===== config.mk =====
export PLATFORM = sky130hd
export DESIGN_NAME = simple_spi_master
export DESIGN_NICKNAME = d
export VERILOG_FILES = /design/src/rtl/simple_spi_master.sv
export SDC_FILE = /design/constraint.sdc
export NUM_CORES = 1
export LEC_CHECK = 0
export ABC_CLOCK_PERIOD_IN_PS = 2500
export BUFFER_PORTS_ARGS = -buffer_cell sky130_fd_sc_hd__buf_2
export CAP_MARGIN = 20
export CORE_AREA = 3 3 129 100
export CTS_BUF_LIST = sky130_fd_sc_hd__clkbuf_4 sky130_fd_sc_hd__clkbuf_8
export CTS_CLUSTER_SIZE = 25
export DETAILED_ROUTE_END_ITERATION = 7
export DIE_AREA = 0 0 132 103
export SYNTH_ARGS = -nofsm -noshare
export SYNTH_HDL_FRONTEND = slang
export SYNTH_SLANG_ARGS = --single-unit

===== constraint.sdc =====
create_clock -name system_clk -period 2.5 [get_ports system_clk]
set_clock_uncertainty 0.1 [all_clocks]
set_input_delay 0.125 -clock system_clk [delete_from_list [all_inputs] [get_ports system_clk]]
set_output_delay 0.125 -clock system_clk [all_outputs]
set_load 0.02 [all_outputs]

===== src/rtl/simple_spi_master.sv =====
// SPI master, mode 0 (CPOL=0, CPHA=0), MSB first, one WIDTH-bit word per
// transaction. SCLK, nCS and MOSI are derived from system_clk through a
// half-period counter. All pin and handshake outputs are registered from the
// next-state decode, so they change in the same cycle the FSM enters a state.
module simple_spi_master #(
    parameter int WIDTH    = 32,
    parameter int CLK_HALF = 8
) (
    input  logic             system_clk,
    input  logic             reset,
    input  logic             start,
    input  logic [WIDTH-1:0] value_mosi,
    output logic [WIDTH-1:0] value_miso,
    output logic             busy,
    output logic             done,
    output logic             pin_ncs,
    output logic             pin_clk,
    output logic             pin_mosi,
    input  logic             pin_miso
);

    localparam int CW = $clog2(WIDTH + 1);
    localparam int HW = (CLK_HALF > 1) ? $clog2(CLK_HALF) : 1;
    localparam logic [HW-1:0] HALF_RELOAD = HW'(CLK_HALF - 1);
    localparam logic [CW-1:0] BIT_LAST    = CW'(WIDTH);

    typedef enum logic [2:0] {
        ST_IDLE  = 3'd0,
        ST_SETUP = 3'd1,
        ST_HIGH  = 3'd2,
        ST_LOW   = 3'd3,
        ST_HOLD  = 3'd4,
        ST_GAP   = 3'd5
    } state_t;

    state_t           state_r, state_next_s;
    logic [HW-1:0]    half_cnt_r, half_cnt_next_s;
    logic [CW-1:0]    bit_cnt_r, bit_cnt_next_s;
    logic [WIDTH-1:0] tx_r, tx_next_s;
    logic [WIDTH-1:0] rx_r, rx_next_s;
    logic [WIDTH-1:0] value_miso_next_s;
    logic             miso_meta_r, miso_sync_r;
    logic             phase_end_s, active_s;
    logic             done_next_s;

    // Next-state, datapath updates and next output values
    always_comb begin
        state_next_s      = state_r;
        tx_next_s         = tx_r;
        rx_next_s         = rx_r;
        bit_cnt_next_s    = bit_cnt_r;
        value_miso_next_s = value_miso;
        done_next_s       = 1'b0;
        phase_end_s       = (half_cnt_r == '0);

        case (state_r)
            ST_IDLE: begin
                if (start) begin
                    tx_next_s      = value_mosi;
                    bit_cnt_next_s = '0;
                    state_next_s   = ST_SETUP;
                end else begin
                    state_next_s   = ST_IDLE;
                end
            end
            ST_SETUP: begin
                if (phase_end_s) begin
                    state_next_s = ST_HIGH;
                end else begin
                    state_next_s = ST_SETUP;
                end
            end
            ST_HIGH: begin
                if (phase_end_s) begin
                    rx_next_s      = {rx_r[WIDTH-2:0], miso_sync_r};
                    bit_cnt_next_s = bit_cnt_r + CW'(1);
                    if (bit_cnt_next_s == BIT_LAST) begin
                        state_next_s = ST_HOLD;
                    end else begin
                        // Shift on LOW entry so MOSI moves on the falling edge
                        tx_next_s    = {tx_r[WIDTH-2:0], 1'b0};
                        state_next_s = ST_LOW;
                    end
                end else begin
                    state_next_s = ST_HIGH;
                end
            end
            ST_LOW: begin
                if (phase_end_s) begin
                    state_next_s = ST_HIGH;
                end else begin
                    state_next_s = ST_LOW;
                end
            end
            ST_HOLD: begin
                if (phase_end_s) begin
                    value_miso_next_s = rx_r;
                    done_next_s       = 1'b1;
                    state_next_s      = ST_GAP;
                end else begin
                    state_next_s      = ST_HOLD;
                end
            end
            ST_GAP: begin
                if (phase_end_s) begin
                    state_next_s = ST_IDLE;
                end else begin
                    state_next_s = ST_GAP;
                end
            end
            default: begin
                state_next_s = ST_IDLE;
            end
        endcase

        // Every state entry (and all of IDLE) restarts the half-period count
        if ((state_r == ST_IDLE) || phase_end_s) begin
            half_cnt_next_s = HALF_RELOAD;
        end else begin
            half_cnt_next_s = half_cnt_r - HW'(1);
        end

        active_s = (state_next_s == ST_SETUP) || (state_next_s == ST_HIGH) ||
                   (state_next_s == ST_LOW)   || (state_next_s == ST_HOLD);
    end

    // State, counters, shift registers and registered outputs
    always_ff @(posedge system_clk) begin
        if (reset) begin
            state_r     <= ST_IDLE;
            half_cnt_r  <= HALF_RELOAD;
            bit_cnt_r   <= '0;
            tx_r        <= '0;
            rx_r        <= '0;
            miso_meta_r <= 1'b0;
            miso_sync_r <= 1'b0;
            value_miso  <= '0;
            busy        <= 1'b0;
            done        <= 1'b0;
            pin_ncs     <= 1'b1;
            pin_clk     <= 1'b0;
            pin_mosi    <= 1'b0;
        end else begin
            state_r     <= state_next_s;
            half_cnt_r  <= half_cnt_next_s;
            bit_cnt_r   <= bit_cnt_next_s;
            tx_r        <= tx_next_s;
            rx_r        <= rx_next_s;
            miso_meta_r <= pin_miso;
            miso_sync_r <= miso_meta_r;
            value_miso  <= value_miso_next_s;
            busy        <= (state_next_s != ST_IDLE);
            done        <= done_next_s;
            pin_ncs     <= ~active_s;
            pin_clk     <= (state_next_s == ST_HIGH);
            pin_mosi    <= active_s ? tx_next_s[WIDTH-1] : 1'b0;
        end
    end

endmodule


==> results.sh <==
export IMPL_root_buffer="clkbuf_8"
export IMPL_cpMaxStageDelayCell="or3_2"
export IMPL_r2r_end="tx_r[5]"
export IMPL_h_tree_depth=4
export IMPL_cp_end_kind="flop"
export IMPL_yosys_area_top_type_share=0.491
export IMPL_min_from="value_mosi[21]"
export IMPL_cap_viol_max_count=0
export IMPL_crit_family="simple AND/OR/NAND/NOR gates"
export IMPL_utilization=0.502
export IMPL_tns_ns=0
export IMPL_crit_type="reg2reg"
export IMPL_synth_compound_area_share=0.186
export IMPL_antenna_found_initial=0
export IMPL_cts_tree="built"
export IMPL_grt_max_degree=63
export IMPL_syn_area_per_cell_um2=8.91
export IMPL_firstDrtPassIters=4
export IMPL_slowest_delay_ns=0.48
export IMPL_arrival_ns=2.35
export IMPL_area_delta_synth_final_pct=24.4
export IMPL_slew_headroom=0.551
export IMPL_drt_total_wl_mm=9.90
export IMPL_worstPathCellList="ha_1, and2_1, and4_4, or3_2, buf_12, nor2_1, a211oi_2"
export IMPL_drv_slew=0
export IMPL_overflow=0
export IMPL_ys_seq_area_frac=0.491
export IMPL_syn_num_nets=565
export IMPL_async_flop_share=0
export IMPL_coreArea_um2=11600
export IMPL_via_per_inst=4.76
export IMPL_reg2reg_from="bit_cnt_r[0]"
export IMPL_ant_nets=0
export IMPL_ys_top_cells_by_count="nand2_1, dfxtp_1, a21oi_1, nor2_1, mux2i_1"
export IMPL_fin_crit_ns=2.17
export IMPL_start_util=0.403
export IMPL_ys_top_cells_by_area="dfxtp_1, nand2_1, a211oi_2"
export IMPL_rsz0062_at_grt="false"
export IMPL_wl_per_cell_um=12.5
export IMPL_syn_inst=526
export IMPL_numPortBuffers=72
export IMPL_clockBufferDepth=2
export IMPL_p_leak_nw=2.30
export IMPL_grt_pass1_vias=3636
export IMPL_post_route_period_util=0.866
export IMPL_start_kind="flop"
export IMPL_finalSetupViolCount=0
export IMPL_cts_sinks=115
export IMPL_synth_edf_count=0
export IMPL_vias=3768
export IMPL_synth_top_family_by_area="simple AND/OR/NAND/NOR gates"
export IMPL_power_density_nw_per_um2=652
export IMPL_clk_latency_ns=0.42
export IMPL_cts_repair_resized=0
export IMPL_hpwl_mm=6.13
export IMPL_drive_gt1_frac=0.243
export IMPL_post_synth_top_count_cell="nand2_1"
export IMPL_synthAdderAreaFrac=0.00801
export IMPL_rows=34
export IMPL_whs_endpoint="tx_r[21]"
export IMPL_status="finished clean"
export IMPL_drc=0
export IMPL_synth_area_mux_share=0.0662
export IMPL_yosysTopAreaCell="dfxtp_1"
export IMPL_die_h_um=103
export IMPL_nets=656
export IMPL_synth_xor_area_share=0.00187
export IMPL_synth_seq_cells=115
export IMPL_fill_cells=1121
export IMPL_peakVddDrop_v=0.000338
export IMPL_tightest_slew_ns=0.674
export IMPL_cp_num_buf_inv=1
export IMPL_n_antenna_cell=0
export IMPL_synth_cell_types=41
export IMPL_die_area_um2=13600
export IMPL_wl_met2_mm=4.40
export IMPL_hold_path_cell_count=3
export IMPL_hp_class="in2reg"
export IMPL_wl_met3_um=480
export IMPL_drtIter0Drc=219
export IMPL_critPathMaxFanout=62
export IMPL_grt_usage=0.152
export IMPL_syn_cell_area_um2=4690
export IMPL_timing_fmax_ghz=0.462
export IMPL_synthSimpleGateAreaFrac=0.195
export IMPL_yosys_warnings=0
export IMPL_topRoutingLayerUsed="met4"
export IMPL_ff2ff_path_depth=7
export IMPL_io_pins=73
export IMPL_gp_congestion=0.812
export IMPL_die_w_um=132
export IMPL_required_ns=2.68
export IMPL_ys_flop_type="dfxtp_1"
export IMPL_r2r_slack_ns=0.33
export IMPL_numCtsBuffers=17
export IMPL_grt_pass1_wl_mm=16.8
export IMPL_wl_met1_mm=4.93
export IMPL_clk_pin_slew_ns=0.07
export IMPL_hold_viol=0
[report_power, final]
| part | internal, mW | switching, mW | total [mW] |
|---|---|---|---|
| clock | 0.946 | 0.726 | 1.67 |
| combinational | 0.125 | 0.109 | 0.235 |
| sequential | 1.87 | 0.0217 | 1.89 |
[metrics by stage]
step	hold slack (ns)	worst slack [ns]	std cells	instance area (um2)	power (mW)
detailed placement	0.256	0.349	729	5130	2.13
global placement	0.254	0.442	729	5130	2.13
finish	0.0310	0.334	792	5830	3.80
floorplan	0.153	0.598	526	4690	2.07
CTS	0.0124	0.332	792	5830	3.85
global route	0.0341	0.139	792	5830	3.97
[how the worst max path moves through the flow]
stage,cells past startpoint,from,to
final,7,bit_cnt_r[0],tx_r[5]
after global routing,7,bit_cnt_r[0],tx_r[31]
after CTS,7,bit_cnt_r[0],tx_r[5]
after detailed placement,7,bit_cnt_r[0],tx_r[5]
after global placement,7,bit_cnt_r[0],tx_r[3]
after floorplan,8,bit_cnt_r[0],tx_r[4]
[logic make-up (layout without fill, tap and decap cells)]
logic type	count (synthesis)	after routing
AOI/OAI and AO/OA	120	120
xor gates and xnor gates	1	1
adders and majority gates	3	3
buffers and inverters	43	147
DFF	115	115
muxes	31	31
and+or+nand+nor	213	213
[timing repair]
action                    in CTS  in global routing
setup buffers                  0                  0
hold buffers                  31                  0
hold endpoints to repair      31                  0
[tightest hold or removal path, delay by kind of cell]
family | cells | cell delay, ns
mux | 1 | 0.08
buf+inv | 1 | 0.07
compound gates | 1 | 0.22
[registers in the layout, summed over array words and instances (netlist names)]
name,count
done,1
pin_clk,1
pin_ncs,1
half_cnt_r,3
busy,1
bit_cnt_r,6
tx_r,32
rx_r,32
miso_meta_r,1
state_r,3
pin_mosi,1
value_miso,32
miso_sync_r,1
[layer usage]
layer / up-vias / GRT usage
met3: 9 / 0.0507
met1: 1721 / 0.194
met5: - / 0
li1: 1958 / -
met2: 80 / 0.243
met4: 0 / 0.0508
[layout by cell type, fill, tap and decap left out, types with 2 or more instances in the layout]
cell / netlist / final
buf_2: 7 / 71
nand2b_1: 2 / 2
nor2_1: 44 / 44
clkinvlp_4: 0 / 2
clkinv_2: 0 / 7
o21ai_0: 5 / 5
and2_1: 3 / 3
dfxtp_1: 115 / 115
nand3b_1: 5 / 5
or2_2: 2 / 2
mux2i_1: 31 / 31
buf_12: 0 / 3
clkbuf_8: 0 / 19
dlygate4sd3_1: 0 / 31
buf_4: 7 / 7
nor2b_1: 3 / 3
a211oi_2: 30 / 30
clkbuf_4: 2 / 2
inv_1: 3 / 3
ha_1: 3 / 3
a22oi_1: 2 / 2
nand2_1: 137 / 137
a21oi_1: 73 / 73
bufinv_16: 0 / 2
a211oi_1: 2 / 2
nand3_1: 4 / 4
[cell type report]
| cell class | count | area, um2 | share of cell area |
|---|---|---|---|
| tap | 162 | 203 | 0.0348 |
| sequential | 115 | 2300 | 0.395 |
| clock inverter | 11 | 110 | 0.0189 |
| multi-input combinational | 368 | 2150 | 0.369 |
| inverter | 3 | 11.3 | 0.00193 |
| clock buffer | 21 | 277 | 0.0474 |
| timing repair buffer | 112 | 778 | 0.133 |
(Power assumes the default switching activity.)
